$ cat src/rtl/fifo_wptr_full_if.sv
// Write-side bus of the async FIFO pointer stage: producer request, read-domain
// Gray pointer in, storage address / exported Gray pointer / status flags out.
interface fifo_wptr_full_if #(
  parameter int ADDR_WIDTH = 4
);
  // Handshake: wr_en is the producer's valid, !wr_full is the ready. A word is
  // accepted on a wr_clk rising edge only when wr_en && !wr_full, with wr_full
  // taken as the registered value during that cycle. wr_en asserted while
  // wr_full=1 is ignored; nothing is queued or remembered.
  logic                  wr_en;
  logic [ADDR_WIDTH:0]   rd_ptr_gray;
  logic [ADDR_WIDTH-1:0] wr_addr;
  logic [ADDR_WIDTH:0]   wr_ptr_gray;
  logic                  wr_full;
  logic                  wr_almost_full;

  modport master (
    output wr_en,
    output rd_ptr_gray,
    input  wr_addr,
    input  wr_ptr_gray,
    input  wr_full,
    input  wr_almost_full
  );

  modport slave (
    input  wr_en,
    input  rd_ptr_gray,
    output wr_addr,
    output wr_ptr_gray,
    output wr_full,
    output wr_almost_full
  );
endinterface

$ cat src/rtl/fifo_wptr_full.sv
// Write-domain pointer/full-flag stage of the async FIFO.
// Optional almost-full flag is enabled with `define FIFO_ALMOST_FULL_EN.
module fifo_wptr_full #(
  parameter int ADDR_WIDTH   = 4,
  parameter int AFULL_MARGIN = 2
) (
  input  logic            wr_clk,
  input  logic            wr_rst_n,
  fifo_wptr_full_if.slave bus
);
  localparam int PW    = ADDR_WIDTH + 1;
  localparam int DEPTH = 1 << ADDR_WIDTH;

  logic [PW-1:0] wbin_q,  wbin_d;
  logic [PW-1:0] wgray_q, wgray_d;
  logic [PW-1:0] rq1_q,   rq1_d;
  logic [PW-1:0] rq2_q,   rq2_d;
  logic          full_q,  full_d;
  logic          push;

  always_comb begin
    push    = bus.wr_en && !full_q;
    wbin_d  = wbin_q + {{(PW-1){1'b0}}, push};
    wgray_d = (wbin_d >> 1) ^ wbin_d;
    rq1_d   = bus.rd_ptr_gray;
    rq2_d   = rq1_q;
    // Full when the write pointer is exactly one lap ahead of the synced read pointer.
    full_d  = (wgray_d == {~rq2_q[ADDR_WIDTH:ADDR_WIDTH-1], rq2_q[ADDR_WIDTH-2:0]});
  end

  always_ff @(posedge wr_clk) begin
    if (!wr_rst_n) begin
      wbin_q  <= '0;
      wgray_q <= '0;
      rq1_q   <= '0;
      rq2_q   <= '0;
      full_q  <= 1'b0;
    end else begin
      wbin_q  <= wbin_d;
      wgray_q <= wgray_d;
      rq1_q   <= rq1_d;
      rq2_q   <= rq2_d;
      full_q  <= full_d;
    end
  end

`ifdef FIFO_ALMOST_FULL_EN
  localparam logic [PW-1:0] AFULL_LVL = PW'(DEPTH - AFULL_MARGIN);

  logic [PW-1:0] rbin;
  logic [PW-1:0] fill;
  logic          afull_q, afull_d;

  always_comb begin
    rbin[PW-1] = rq2_q[PW-1];
    for (int i = PW - 2; i >= 0; i--) begin
      rbin[i] = rbin[i+1] ^ rq2_q[i];
    end
    // Occupancy seen from the write side; stale read pointer makes it pessimistic.
    fill    = wbin_d - rbin;
    afull_d = (fill >= AFULL_LVL);
  end

  always_ff @(posedge wr_clk) begin
    if (!wr_rst_n) begin
      afull_q <= 1'b0;
    end else begin
      afull_q <= afull_d;
    end
  end

  assign bus.wr_almost_full = afull_q;
`else
  assign bus.wr_almost_full = 1'b0;
`endif

  assign bus.wr_addr     = wbin_q[ADDR_WIDTH-1:0];
  assign bus.wr_ptr_gray = wgray_q;
  assign bus.wr_full     = full_q;
endmodule

$ cat src/flat_wrapper.sv
// flat-port wrapper written by rule: the top's interface ports become plain ports
module fifo_wptr_full_flat 
#(
  parameter int ADDR_WIDTH   = 4,
  parameter int AFULL_MARGIN = 2
)
  (wr_clk, wr_rst_n, bus_wr_en, bus_rd_ptr_gray, bus_wr_addr, bus_wr_ptr_gray, bus_wr_full, bus_wr_almost_full);
  fifo_wptr_full_if #(.ADDR_WIDTH(ADDR_WIDTH)) bus_i ();
  input  logic wr_clk;
  input  logic wr_rst_n;
  input wire logic [$bits(bus_i.wr_en)-1:0] bus_wr_en;
  input wire logic [$bits(bus_i.rd_ptr_gray)-1:0] bus_rd_ptr_gray;
  output wire logic [$bits(bus_i.wr_addr)-1:0] bus_wr_addr;
  output wire logic [$bits(bus_i.wr_ptr_gray)-1:0] bus_wr_ptr_gray;
  output wire logic [$bits(bus_i.wr_full)-1:0] bus_wr_full;
  output wire logic [$bits(bus_i.wr_almost_full)-1:0] bus_wr_almost_full;
  assign bus_i.wr_en = bus_wr_en;
  assign bus_i.rd_ptr_gray = bus_rd_ptr_gray;
  assign bus_wr_addr = bus_i.wr_addr;
  assign bus_wr_ptr_gray = bus_i.wr_ptr_gray;
  assign bus_wr_full = bus_i.wr_full;
  assign bus_wr_almost_full = bus_i.wr_almost_full;
  fifo_wptr_full #(.ADDR_WIDTH(ADDR_WIDTH), .AFULL_MARGIN(AFULL_MARGIN)) u_core (.wr_clk(wr_clk), .wr_rst_n(wr_rst_n), .bus(bus_i));
endmodule
$ cat config.mk
export PLATFORM = sky130hd
export DESIGN_NAME = fifo_wptr_full_flat
export DESIGN_NICKNAME = d
export VERILOG_FILES = /design/src/rtl/fifo_wptr_full_if.sv /design/src/rtl/fifo_wptr_full.sv /design/src/flat_wrapper.sv
export SDC_FILE = /design/constraint.sdc
export NUM_CORES = 1
export LEC_CHECK = 0
export BUFFER_PORTS_ARGS = -buffer_cell sky130_fd_sc_hd__buf_2
export CAP_MARGIN = 0
export CORE_MARGIN = 8
export CORE_UTILIZATION = 43
export DETAILED_ROUTE_END_ITERATION = 8
export GPL_TIMING_DRIVEN = 0
export MAX_ROUTING_LAYER = met4
export PLACE_DENSITY = 0.68
export SLEW_MARGIN = 20
export SYNTH_ARGS = -nofsm -noshare
export SYNTH_HDL_FRONTEND = slang
export SYNTH_SLANG_ARGS = --single-unit
export TNS_END_PERCENT = 20
$ cat constraint.sdc
create_clock -name wr_clk -period 4 [get_ports wr_clk]
set_input_delay 0.8 -clock wr_clk [delete_from_list [all_inputs] [get_ports wr_clk]]
set_output_delay 0.8 -clock wr_clk [all_outputs]
set_load 0.02 [all_outputs]
# --- Word-level counts from Yosys, hierarchy flattened ---
# Cells that the tools add are included.
totals:
  n_memories: 0
  mem_bits_rw: 0
  rom_bits: 0
  wordCells: 11
  latch_bits: 0
  register_bits: 21
op_classes:
  shifts: 0
  muxes: 0
  addsub: 1
  n_div: 0
  n_eq_ne: 1
  magnitude_cmp: 0
  n_reduce_logical: 2
  mul: 0
  bitwise: 2
op_table:
  columns: ["operator", "count"]
  rows:
  - ["$add A5 B1 Y5", 1]
  - ["$eq A5 B5 Y1", 1]
  - ["$xor A4 B5 Y5", 1]
  - ["$not A2 Y2", 1]
  - ["$logic_and A1 B1 Y1", 1]
  - ["$logic_not A1 Y1", 1]

# --- Depth between registers and ports, before layout ---
# Gate-level depths: netlist (run 1).
depth:
  word_depth: 5
  depth_mapped: 8
  mapped_depth_nobuf: 7

# --- Worst setup path before layout (run 1) ---
# No wires, ideal clock.
synth_path:
  kind: "input to register"
  from: "input port bus_wr_en"
  to: "register u_core.full_q, in the netlist u_core.bus.wr_full"
  setup_ps: 70
  slack_ps: 1448
  cell_stages: 7
  arrival_time_ps: 2482
  cell_sequence: "nor2b_1 ha_1 ha_1 clkbuf_1 xnor3_1 or4_1 a21oi_1"
synth_between:
  elab_chain_len: 4
synth_rtl:
  columns: ["element", "line", "rtl"]
  rows:
  - ["start, declared", "flat_wrapper.sv:11", "input wire logic [$bits(bus_i.wr_en)-1:0] bus_wr_en;"]
  - ["$logic_and A1 B1 Y1", "fifo_wptr_full.sv:22", "push = bus.wr_en && !full_q;"]
  - ["$add A5 B1 Y5", "fifo_wptr_full.sv:23", "wbin_d = wbin_q + {{(PW-1){1'b0}}, push};"]
  - ["via u_core.wbin_d[1]", "fifo_wptr_full.sv:14", "logic [PW-1:0] wbin_q, wbin_d;"]
  - ["$xor A4 B5 Y5", "fifo_wptr_full.sv:24", "wgray_d = (wbin_d >> 1) ^ wbin_d;"]
  - ["$eq A5 B5 Y1", "fifo_wptr_full.sv:28", "full_d = (wgray_d == {~rq2_q[ADDR_WIDTH:ADDR_WIDTH-1], rq2_q[ADDR_WIDTH-2:0]});"]
  - ["end signal, assigned", "fifo_wptr_full.sv:43", "full_q <= full_d;"]
  - ["end, declared", "fifo_wptr_full.sv:18", "logic full_q, full_d;"]
# The timed path passes the listed nets, and every way through them passes these cells.
# A chain may end at the register's enable or synchronous reset.

# --- Final worst setup path (run 1) ---
# Ends and elaborated chain as after synthesis.

==> qor.yml, run 1 <==
sta:
  max_freq_ghz: 0.395
  fin_tns_setup_ns: 0
  hold_violations: 0
  period_minus_slack_ns: 2.53
  setup_viol: 0
  rsz0062_at_grt: "false"
  clock_skew_ns: 0.000917
  fin_crit_sh: 0.634
  drv_slew: 0
  holdWs_ns: 0.443
cells_and_area:
  nets: 108
  drive_gt1_frac: 0.247
  area_delta_synth_final_pct: 18.7
  final_core_util: 0.550
  n_antenna_cell: 0
grt:
  grt_max_degree: 12
  grt_pass1_wl_mm: 2.28
  first_global_vias: 525
  grtUsageTotal: 0.0885
  grt-ovfl-total: 0
  antenna_found_initial: 0
critical_path:
  cp.arrival_ns: 2.76
  path_cells: "buf_2, nor2b_1, ha_1, ha_1, clkbuf_1, xnor3_1, or4_1, a21oi_1"
  crit_required_ns: 4.23
  rr_endpoint: "u_core.bus.wr_full"
  path_class: "primary input to flop"
  end_kind: "flop"
  rrSetupSlack_ns: 1.78
  crit_slowest_cell: "or4_1"
  worst_setup_path_start_kind: "primary input"
  max_stage_delay_ns: 0.49
  path_buf_inv: 2
  worstPathMaxFanout: 5
  worstRegToRegCells: 7
  crit_top_cell: "ha_1"
  r2r_start: "u_core.bus.wr_full"
  cp_top_family: "simple AND/OR/NAND/NOR gates"
logic_synthesis:
  ys_seq_area_frac: 0.490
  ys_ff_latch: 20
  synth_xor_area_frac: 0.199
  syn_nets: 86
  syn_inst: 76
  netlist_area_um2: 817
  synth_top_family_by_area: "simple AND/OR/NAND/NOR gates"
  synth_edf_count: 0
  synth-simple-area-share: 0.202
  ys_warn_count: 0
  ys.flop_type: "dfxtp_1"
  synth_compound_area_frac: 0.0413
  synth_mux_area_frac: 0
  synthAdderAreaFrac: 0.0306
  synthArstFlopShare: 0
  syn_avg_cell_area_um2: 10.8
  synth_cell_types: 25
worst_hold_path:
  min_path_cells: 1
  hold_path.class: "flop to flop"
  min-delay-start: "u_core.rq1_q[4]"
  whs_endpoint: "u_core.rq2_q[4]"
floorplan:
  dieArea_mm2: 0.00355
  start_util: 0.463
  io_pins: 19
  die_h_um: 59.6
  core_area_mm2: 0.00176
  die-width_um: 59.6
  rows: 15
clock_network:
  cts_buffers: 3
  htreeDepth: 1
  path_clk_slew_ns: 0.10
  cts_buffer_depth: 2
  cts_root_buf: "clkbuf_4"
  cts-resized-gates: 0
  cts_tree: "yes"
  postCtsHoldBufs: 0
  cts_num_sinks: 20
  post-cts-setup-buffer-count: 0
  insertion_delay_ns: 0.29
detailed_routing:
  antenna_left: 0
  vias: 548
  avgRoutedWirePerCell_um: 11.4
  dr.pass1.iters: 3
  wl_mm: 1.39
  drc_errors: 0
  viasPerCell: 4.49
  drt_first_iter_violations: 10
place:
  port_buffers: 17
  dp_hpwl_mm: 1.06
  place_congestion: 0.744
status:
  status: "completed"
power:
  powerDensity_mw_per_mm2: 392
  p_leak_nw: 0.447
  vdd_ir_drop_max_uv: 261
run:
  maxCapViolations: 0
## stage by stage
| step | setup slack (ns) | cell area [um^2] | total power, mW | cells |
|---|---|---|---|---|
| 2_1_floorplan | 1.45 | 817 | 0.257 | 76 |
| 3_3_place_gp | 1.19 | 933 | 0.270 | 118 |
| 3_5_place_dp | 1.15 | 933 | 0.273 | 118 |
| 4_1_cts | 1.46 | 970 | 0.386 | 122 |
| 5_1_grt | 1.39 | 970 | 0.402 | 122 |
| 6_report | 1.47 | 970 | 0.380 | 122 |
## worst max-delay path by stage
stage	from	endpoint	slack [ns]	cells past startpoint
6_report	bus_wr_en	u_core.bus.wr_full	1.47	8
5_1_grt	bus_wr_en	u_core.bus.wr_full	1.39	8
4_1_cts	bus_wr_en	u_core.bus.wr_full	1.46	8
3_5_place_dp	bus_wr_en	u_core.bus.wr_full	1.15	8
3_3_place_gp	bus_wr_en	u_core.bus.wr_full	1.19	8
2_1_floorplan	bus_wr_en	u_core.bus.wr_full	1.45	7
## state kept, by name, summed over array words and instances, names as in the netlist
| signal | flops |
|---|---|
| u_core.bus.wr_ptr_gray | 5 |
| u_core.wbin_q | 4 |
| u_core.bus.wr_full | 1 |
| u_core.rq2_q | 5 |
| u_core.rq1_q | 5 |
## cell families after synthesis
| group | count (synthesis) |
|---|---|
| AND/OR/NAND/NOR | 29 |
| flip-flops | 20 |
| XOR/XNOR | 13 |
| buffers and inverters | 6 |
| AO/OA/AOI/OAI | 5 |
| adder cells (fa/ha/maj) | 2 |
| other | 1 |
## area by class of cell
class / count / area (um^2)
sequential: 20 / 400
tap: 25 / 31.3
timing repair buffer: 17 / 85.1
inverter: 2 / 7.51
buffer: 4 / 18.8
clock buffer: 4 / 36.3
multi-input combinational: 50 / 390
fill: 174 / 795
## layer usage
| layer | track usage | part of all wire | vias up |
|---|---|---|---|
| met5 | - | 0 | - |
| met4 | 0.0510 | 0.0086 | 0 |
| met3 | 0.0325 | 0.068 | 2 |
| met2 | 0.134 | 0.47 | 13 |
| met1 | 0.0975 | 0.45 | 253 |
| li1 | - | - | 280 |
## synth_stat cells (all sizes together) (2+ instances only)
cell / number / share of area
and2: 15 / 0.11
clkbuf: 3 / 0.014
dfxtp: 20 / 0.49
ha: 2 / 0.031
inv: 2 / 0.0092
nand2: 2 / 0.0092
nor2: 4 / 0.018
nor3: 2 / 0.012
xnor2: 8 / 0.086
xnor3: 3 / 0.083
xor2: 2 / 0.031
## report_power, final
group	switching [mW]	internal [mW]	total, mW	leakage, nW
Combinational	0.0254	0.0287	0.0541	0.262
Sequential	0.00416	0.209	0.213	0.164
Clock	0.0571	0.0554	0.113	0.0210
Total	0.0867	0.293	0.380	0.447
## placed cells by master (no fill, tap or decap), drive strengths merged, types with 2 or more instances in the layout
cell type,n
dfxtp,20
buf,18
and2,15
xnor2,8
clkbuf,7
nor2,4
xnor3,3
inv,2
nor3,2
nand2,2
ha,2
xor2,2
(Power assumes the default switching activity.)
==> run 2, diff against run 1 <==
PLACE_DENSITY = 0.71   (was 0.68)
clock period = 2.3 ns   (was 4 ns; I/O delays follow)
==> run 2 against run 1 <==
First-iteration DRC count rose by 50%. Routed wire length shrank 6.0%. Sequential share of layout area is 0.053 points higher. Sequential cell count did not move. Critical endpoint unchanged. Final cell count down 0.82%. Largest cell class unchanged.
==> qor.yml, run 2 (synthesis gave the netlist of run 1 again) <==
status:
  status: "completed"
detailed_routing:
  antenna_left: 0  # unchanged
  drt_first_iter_violations: 15  # +5
  vias: 525  # -4.2%
  dr.pass1.iters: 2  # -1
  wl_mm: 1.31  # -6.0%
  drc_errors: 0  # unchanged
  viasPerCell: 4.34  # -3.4%
  avgRoutedWirePerCell_um: 10.8  # -5.2%
critical_path:
  rr_endpoint: "u_core.bus.wr_full"
  worstPathMaxFanout: 4  # -1
  path_class: "flop to flop"
  r2r_start: "u_core.bus.wr_full"
  cp.arrival_ns: 2.40  # -0.36 ns
  max_stage_delay_ns: 0.54  # +0.05 ns
  end_kind: "flop"
  crit_required_ns: 2.53  # -1.70 ns
  crit_slowest_cell: "or4_1"
  rrSetupSlack_ns: 0.13  # -1.65 ns
  worstRegToRegCells: 7  # unchanged
  startpoint: "u_core.bus.wr_full"
  path_cells: "nor2b_1, ha_1, ha_2, xor2_2, xnor3_1, or4_1, a21oi_1"
  worst_setup_path_start_kind: "flop"
  crit_end: "u_core.bus.wr_full"
sta:
  max_freq_ghz: 0.461
  holdWs_ns: 0.365  # -0.0782 ns
  clock_skew_ns: 0.00434  # +0.00342 ns
  rsz0062_at_grt: "false"
  fin_crit_sh: 0.944
  period_minus_slack_ns: 2.17
  fin_ws_ns: 0.129  # -1.34 ns
  setup_viol: 0  # unchanged
  fin_tns_setup_ns: 0  # unchanged
  drv_slew: 0  # unchanged
  hold_violations: 0  # unchanged
place:
  port_buffers: 17  # unchanged
  place_congestion: 0.772  # +3.8%
  place_inst: 118  # unchanged
  preCtsSetupSlack_ns: -0.188  # -1.33 ns
  dpl_cell_area_um2: 933  # unchanged
grt:
  grt_pass1_wl_mm: 2.17  # -4.9%
  first_global_vias: 537  # +2.3%
  grt_max_degree: 12  # unchanged
  grt-ovfl-total: 0  # unchanged
  antenna_found_initial: 0  # unchanged
  grtUsageTotal: 0.0844  # -0.00408
floorplan:
  rows: 15  # unchanged
  start_util: 0.463  # unchanged
  io_pins: 19  # unchanged
  core_area_mm2: 0.00176  # unchanged
  die-width_um: 59.6  # unchanged
  die_h_um: 59.6  # unchanged
  dieArea_mm2: 0.00355  # unchanged
clock_network:
  cts_root_buf: "clkbuf_4"
  cts_buffer_depth: 2  # unchanged
  cts_tree: "yes"
  insertion_delay_ns: 0.29  # about the same
  postCtsHoldBufs: 0  # unchanged
  path_clk_slew_ns: 0.11  # about the same
  cts_num_sinks: 20  # unchanged
  htreeDepth: 1  # unchanged
  cts_buffers: 3  # unchanged
cells_and_area:
  n_antenna_cell: 0  # unchanged
  drive_gt1_frac: 0.260  # +0.0130
  final_core_util: 0.549  # -0.000709
  layout_commonest_cell: "dfxtp_1"
  fillerInstances: 175  # +0.57%
  fin_cells: 121  # -0.82%
  nets: 107  # -0.93%
  finish.instance_area_um2: 968  # -0.13%
  final_cell_mix: "dfxtp_1 (20), buf_2 (17), and2_1 (15)"
  area_delta_synth_final_pct: 18.5
worst_hold_path:
  hold_path.class: "primary input to flop"
power:
  finalPower_mw: 0.659  # +73%
  p_leak_nw: 0.443  # -0.88%
  vdd_ir_drop_max_uv: 412  # +57%
  powerDensity_mw_per_mm2: 680  # +74%
run:
  maxCapViolations: 0  # unchanged
[run 2: repair_timing]
action | 4_1_cts | 5_1_grt
setup buffers | 0 | 0
resized for setup | 0 | 1
setup endpoints to repair | 0 | 1
[run 2: worst max-delay path: cells and delay by family, from the launching register on]
family | cells | cell delay, ns
AOI/OAI and AO/OA | 1 | 0.13
xor gates and xnor gates | 2 | 0.53
adders and majority gates | 2 | 0.46
DFF | 1 | 0.32
and+or+nand+nor | 2 | 0.66
[run 2: cell type report]
class | count | area (um^2) | area share
buffer | 3 | 15.0 | 0.0155
clock buffer | 4 | 36.3 | 0.0375
inverter | 2 | 7.51 | 0.00775
multi-input combinational | 50 | 393 | 0.406
sequential | 20 | 400 | 0.413
tap | 25 | 31.3 | 0.0323
timing repair buffer | 17 | 85.1 | 0.0879
[run 2: power breakdown]
| part | internal, mW | leakage [nW] | switching, mW | total, mW |
|---|---|---|---|---|
| registers | 0.364 | 0.164 | 0.00625 | 0.370 |
| clock network | 0.0963 | 0.0210 | 0.0994 | 0.196 |
| logic | 0.0507 | 0.258 | 0.0423 | 0.0930 |
[run 2: how the worst min path moves through the flow]
stage / slack (ns) / start / depth (start not counted) / end
final: 0.36 / bus_rd_ptr_gray[1] / 2 / u_core.rq1_q[1]
after global routing: 0.34 / bus_rd_ptr_gray[2] / 2 / u_core.rq1_q[2]
after CTS: 0.36 / bus_rd_ptr_gray[4] / 2 / u_core.rq1_q[4]
after detailed placement: 0.41 / u_core.rq1_q[3] / 1 / u_core.rq2_q[3]
after global placement: 0.41 / u_core.rq1_q[3] / 1 / u_core.rq2_q[3]
after floorplan: 0.41 / u_core.rq1_q[3] / 1 / u_core.rq2_q[3]
[run 2: layer usage]
layer	track usage	wire [um]	vias to the layer above
li1	-	-	276
met5	-	0	-
met3	0.0304	96	2
met4	0.0680	9	0
met1	0.0775	562	234
met2	0.139	636	13
==> run 3, diff against run 2 <==
PLACE_DENSITY = 0.68   (was 0.71)
clock period = 2.2 ns   (was 2.3 ns; I/O delays follow)
==> run 3 against run 2 <==
Sequential share of layout area shrank 1.6 points. Global-route usage up 0.41 points. Total power increased by 6.2%. Critical path type unchanged. Sequential power up 5%. Non-clock buffer count is 1 higher. Critical endpoint unchanged.
==> qor.yml, run 3 (synthesis gave the netlist of run 1 again) <==
clock_network:
  cts_buffer_depth: 2  # unchanged
  cts_num_sinks: 20  # unchanged
  htreeDepth: 1  # unchanged
  postCtsHoldBufs: 0  # unchanged
  insertion_delay_ns: 0.29  # about the same
  cts_root_buf: "clkbuf_4"
  cts_buffers: 3  # unchanged
  cts_tree: "yes"
  path_clk_slew_ns: 0.10  # about the same
critical_path:
  path_cells: "nor2b_1, ha_2, ha_4, xor2_4, xnor3_1, or4_4, a21oi_2"
  cp.arrival_ns: 2.30  # -0.10 ns
  crit_required_ns: 2.44  # -0.09 ns
  cp_top_family: "simple AND/OR/NAND/NOR gates"
  path_class: "flop to flop"
  path_buf_inv: 0  # unchanged
  end_kind: "flop"
  worstPathMaxFanout: 4  # unchanged
  max_stage_delay_ns: 0.55  # about the same
  worst_setup_path_start_kind: "flop"
  crit_slowest_cell: "or4_4"
grt:
  first_global_vias: 519  # -3.4%
  antenna_found_initial: 0  # unchanged
  grt_pass1_wl_mm: 2.27  # +4.8%
  grt-ovfl-total: 0  # unchanged
  grtUsageTotal: 0.0885  # +0.00408
  grt_max_degree: 12  # unchanged
cells_and_area:
  n_antenna_cell: 0  # unchanged
  drive_gt1_frac: 0.299  # +0.0386
  layout_commonest_cell: "dfxtp_1"
  multi_input_area_um2: 424  # +8.0%
  nets: 108  # +0.93%
  area_delta_synth_final_pct: 23.3
  final_cell_mix: "dfxtp_1 (20), buf_2 (17), and2_1 (15)"
  ff_latch_area_um2: 400  # unchanged
  fillerInstances: 172  # -1.7%
place:
  place_congestion: 0.744  # -3.7%
  dp_hpwl_mm: 1.06
  port_buffers: 17  # unchanged
power:
  p_leak_nw: 0.451  # +1.7%
  power_frac_clock: 0.292  # -0.005
  pwr-share-seq: 0.555  # -0.007
  powerDensity_mw_per_mm2: 695  # +2.1%
  vdd_ir_drop_max_uv: 478  # +16%
  power_frac_comb: 0.152  # +0.011
  p_int_mw: 0.540  # +5.8%
  finalPower_mw: 0.700  # +6.2%
  power_switching_mw: 0.160  # +7.8%
  switching_share: 0.228  # +0.00341
floorplan:
  rows: 15  # unchanged
  core_area_mm2: 0.00176  # unchanged
  die_h_um: 59.6  # unchanged
  io_pins: 19  # unchanged
  die-width_um: 59.6  # unchanged
  dieArea_mm2: 0.00355  # unchanged
  start_util: 0.463  # unchanged
status:
  status: "completed"
detailed_routing:
  vias: 555  # +5.7%
  wl_mm: 1.40  # +6.9%
  avgRoutedWirePerCell_um: 11.4  # +6.0%
  dr.pass1.iters: 3  # +1
  antenna_left: 0  # unchanged
  drt_first_iter_violations: 8  # -7
  viasPerCell: 4.55  # +4.8%
  drc_errors: 0  # unchanged
sta:
  rsz0062_at_grt: "false"
  fin_crit_sh: 0.940  # -0.00336
  drv_slew: 0  # unchanged
  period_minus_slack_ns: 2.07  # -0.102 ns
  setup_viol: 0  # unchanged
  hold_violations: 0  # unchanged
  fin_tns_setup_ns: 0  # unchanged
  clock_skew_ns: 0.00196  # -0.00237 ns
  max_freq_ghz: 0.483  # +4.9%
run:
  maxCapViolations: 0  # unchanged
worst_hold_path:
  hold_path.class: "primary input to flop"
==> run 3: cell types whose count changed in the layout (fill, tap and decap cells not counted), sizes merged <==
| cell | previous run | this run |
|---|---|---|
| buf | 18 | 19 |
==> run 3: stage by stage <==
step | utilization | worst slack, ns | cells | cell area, um^2 | hold slack, ns
after global placement | 0.529 | -0.247 | 118 | 933 | 0.415
after global routing | 0.571 | 0.00454 | 122 | 1010 | 0.321
after detailed placement | 0.529 | -0.294 | 118 | 933 | 0.418
after floorplan | - | 0.00817 | 76 | 817 | 0.406
final | 0.571 | 0.131 | 122 | 1010 | 0.346
after CTS | 0.549 | 0.00148 | 121 | 968 | 0.337
==> run 3: repair_timing <==
action	CTS	global route
pin swaps	0	1
setup buffers	0	1
endpoints found under the setup margin	1	1
gates resized for setup	1	5
==> run 3: area by class of cell <==
cell class | instances | share of cell area
Inverter | 2 | 0.00745
Clock buffer | 4 | 0.0360
Tap cell | 25 | 0.0311
Buffer | 3 | 0.0149
Sequential cell | 20 | 0.398
Timing Repair Buffer | 18 | 0.0919
Multi-Input combinational cell | 50 | 0.421
==> run 3: layer usage <==
metal  vias up  global-route usage  part of all wire
met3         4              0.0325             0.068
met4         0              0.0510             0.012
met5         -                   -                 0
met2        15               0.133              0.47
li1        282                   -                 -
met1       254              0.0988              0.45
==> run 3: final timing paths <==
path | depth (start not counted) | endpoint | slack, ns | startpoint
max | 7 | u_core.bus.wr_full | 0.13 | u_core.bus.wr_full
min | 2 | u_core.rq1_q[0] | 0.35 | bus_rd_ptr_gray[0]
max reg2reg | 7 | u_core.bus.wr_full | 0.13 | u_core.bus.wr_full
min reg2reg | 1 | u_core.rq2_q[4] | 0.44 | u_core.rq1_q[4]
==> run 3: power by group through the flow <==
stage          logic (mW)  registers (mW)  clock network, mW
2_1_floorplan      0.0606           0.407                  0
3_3_place_gp       0.0963           0.394                  0
3_5_place_dp       0.0999           0.396                  0
4_1_cts             0.101           0.388              0.214
5_1_grt             0.117           0.390              0.234
6_report            0.107           0.389              0.205
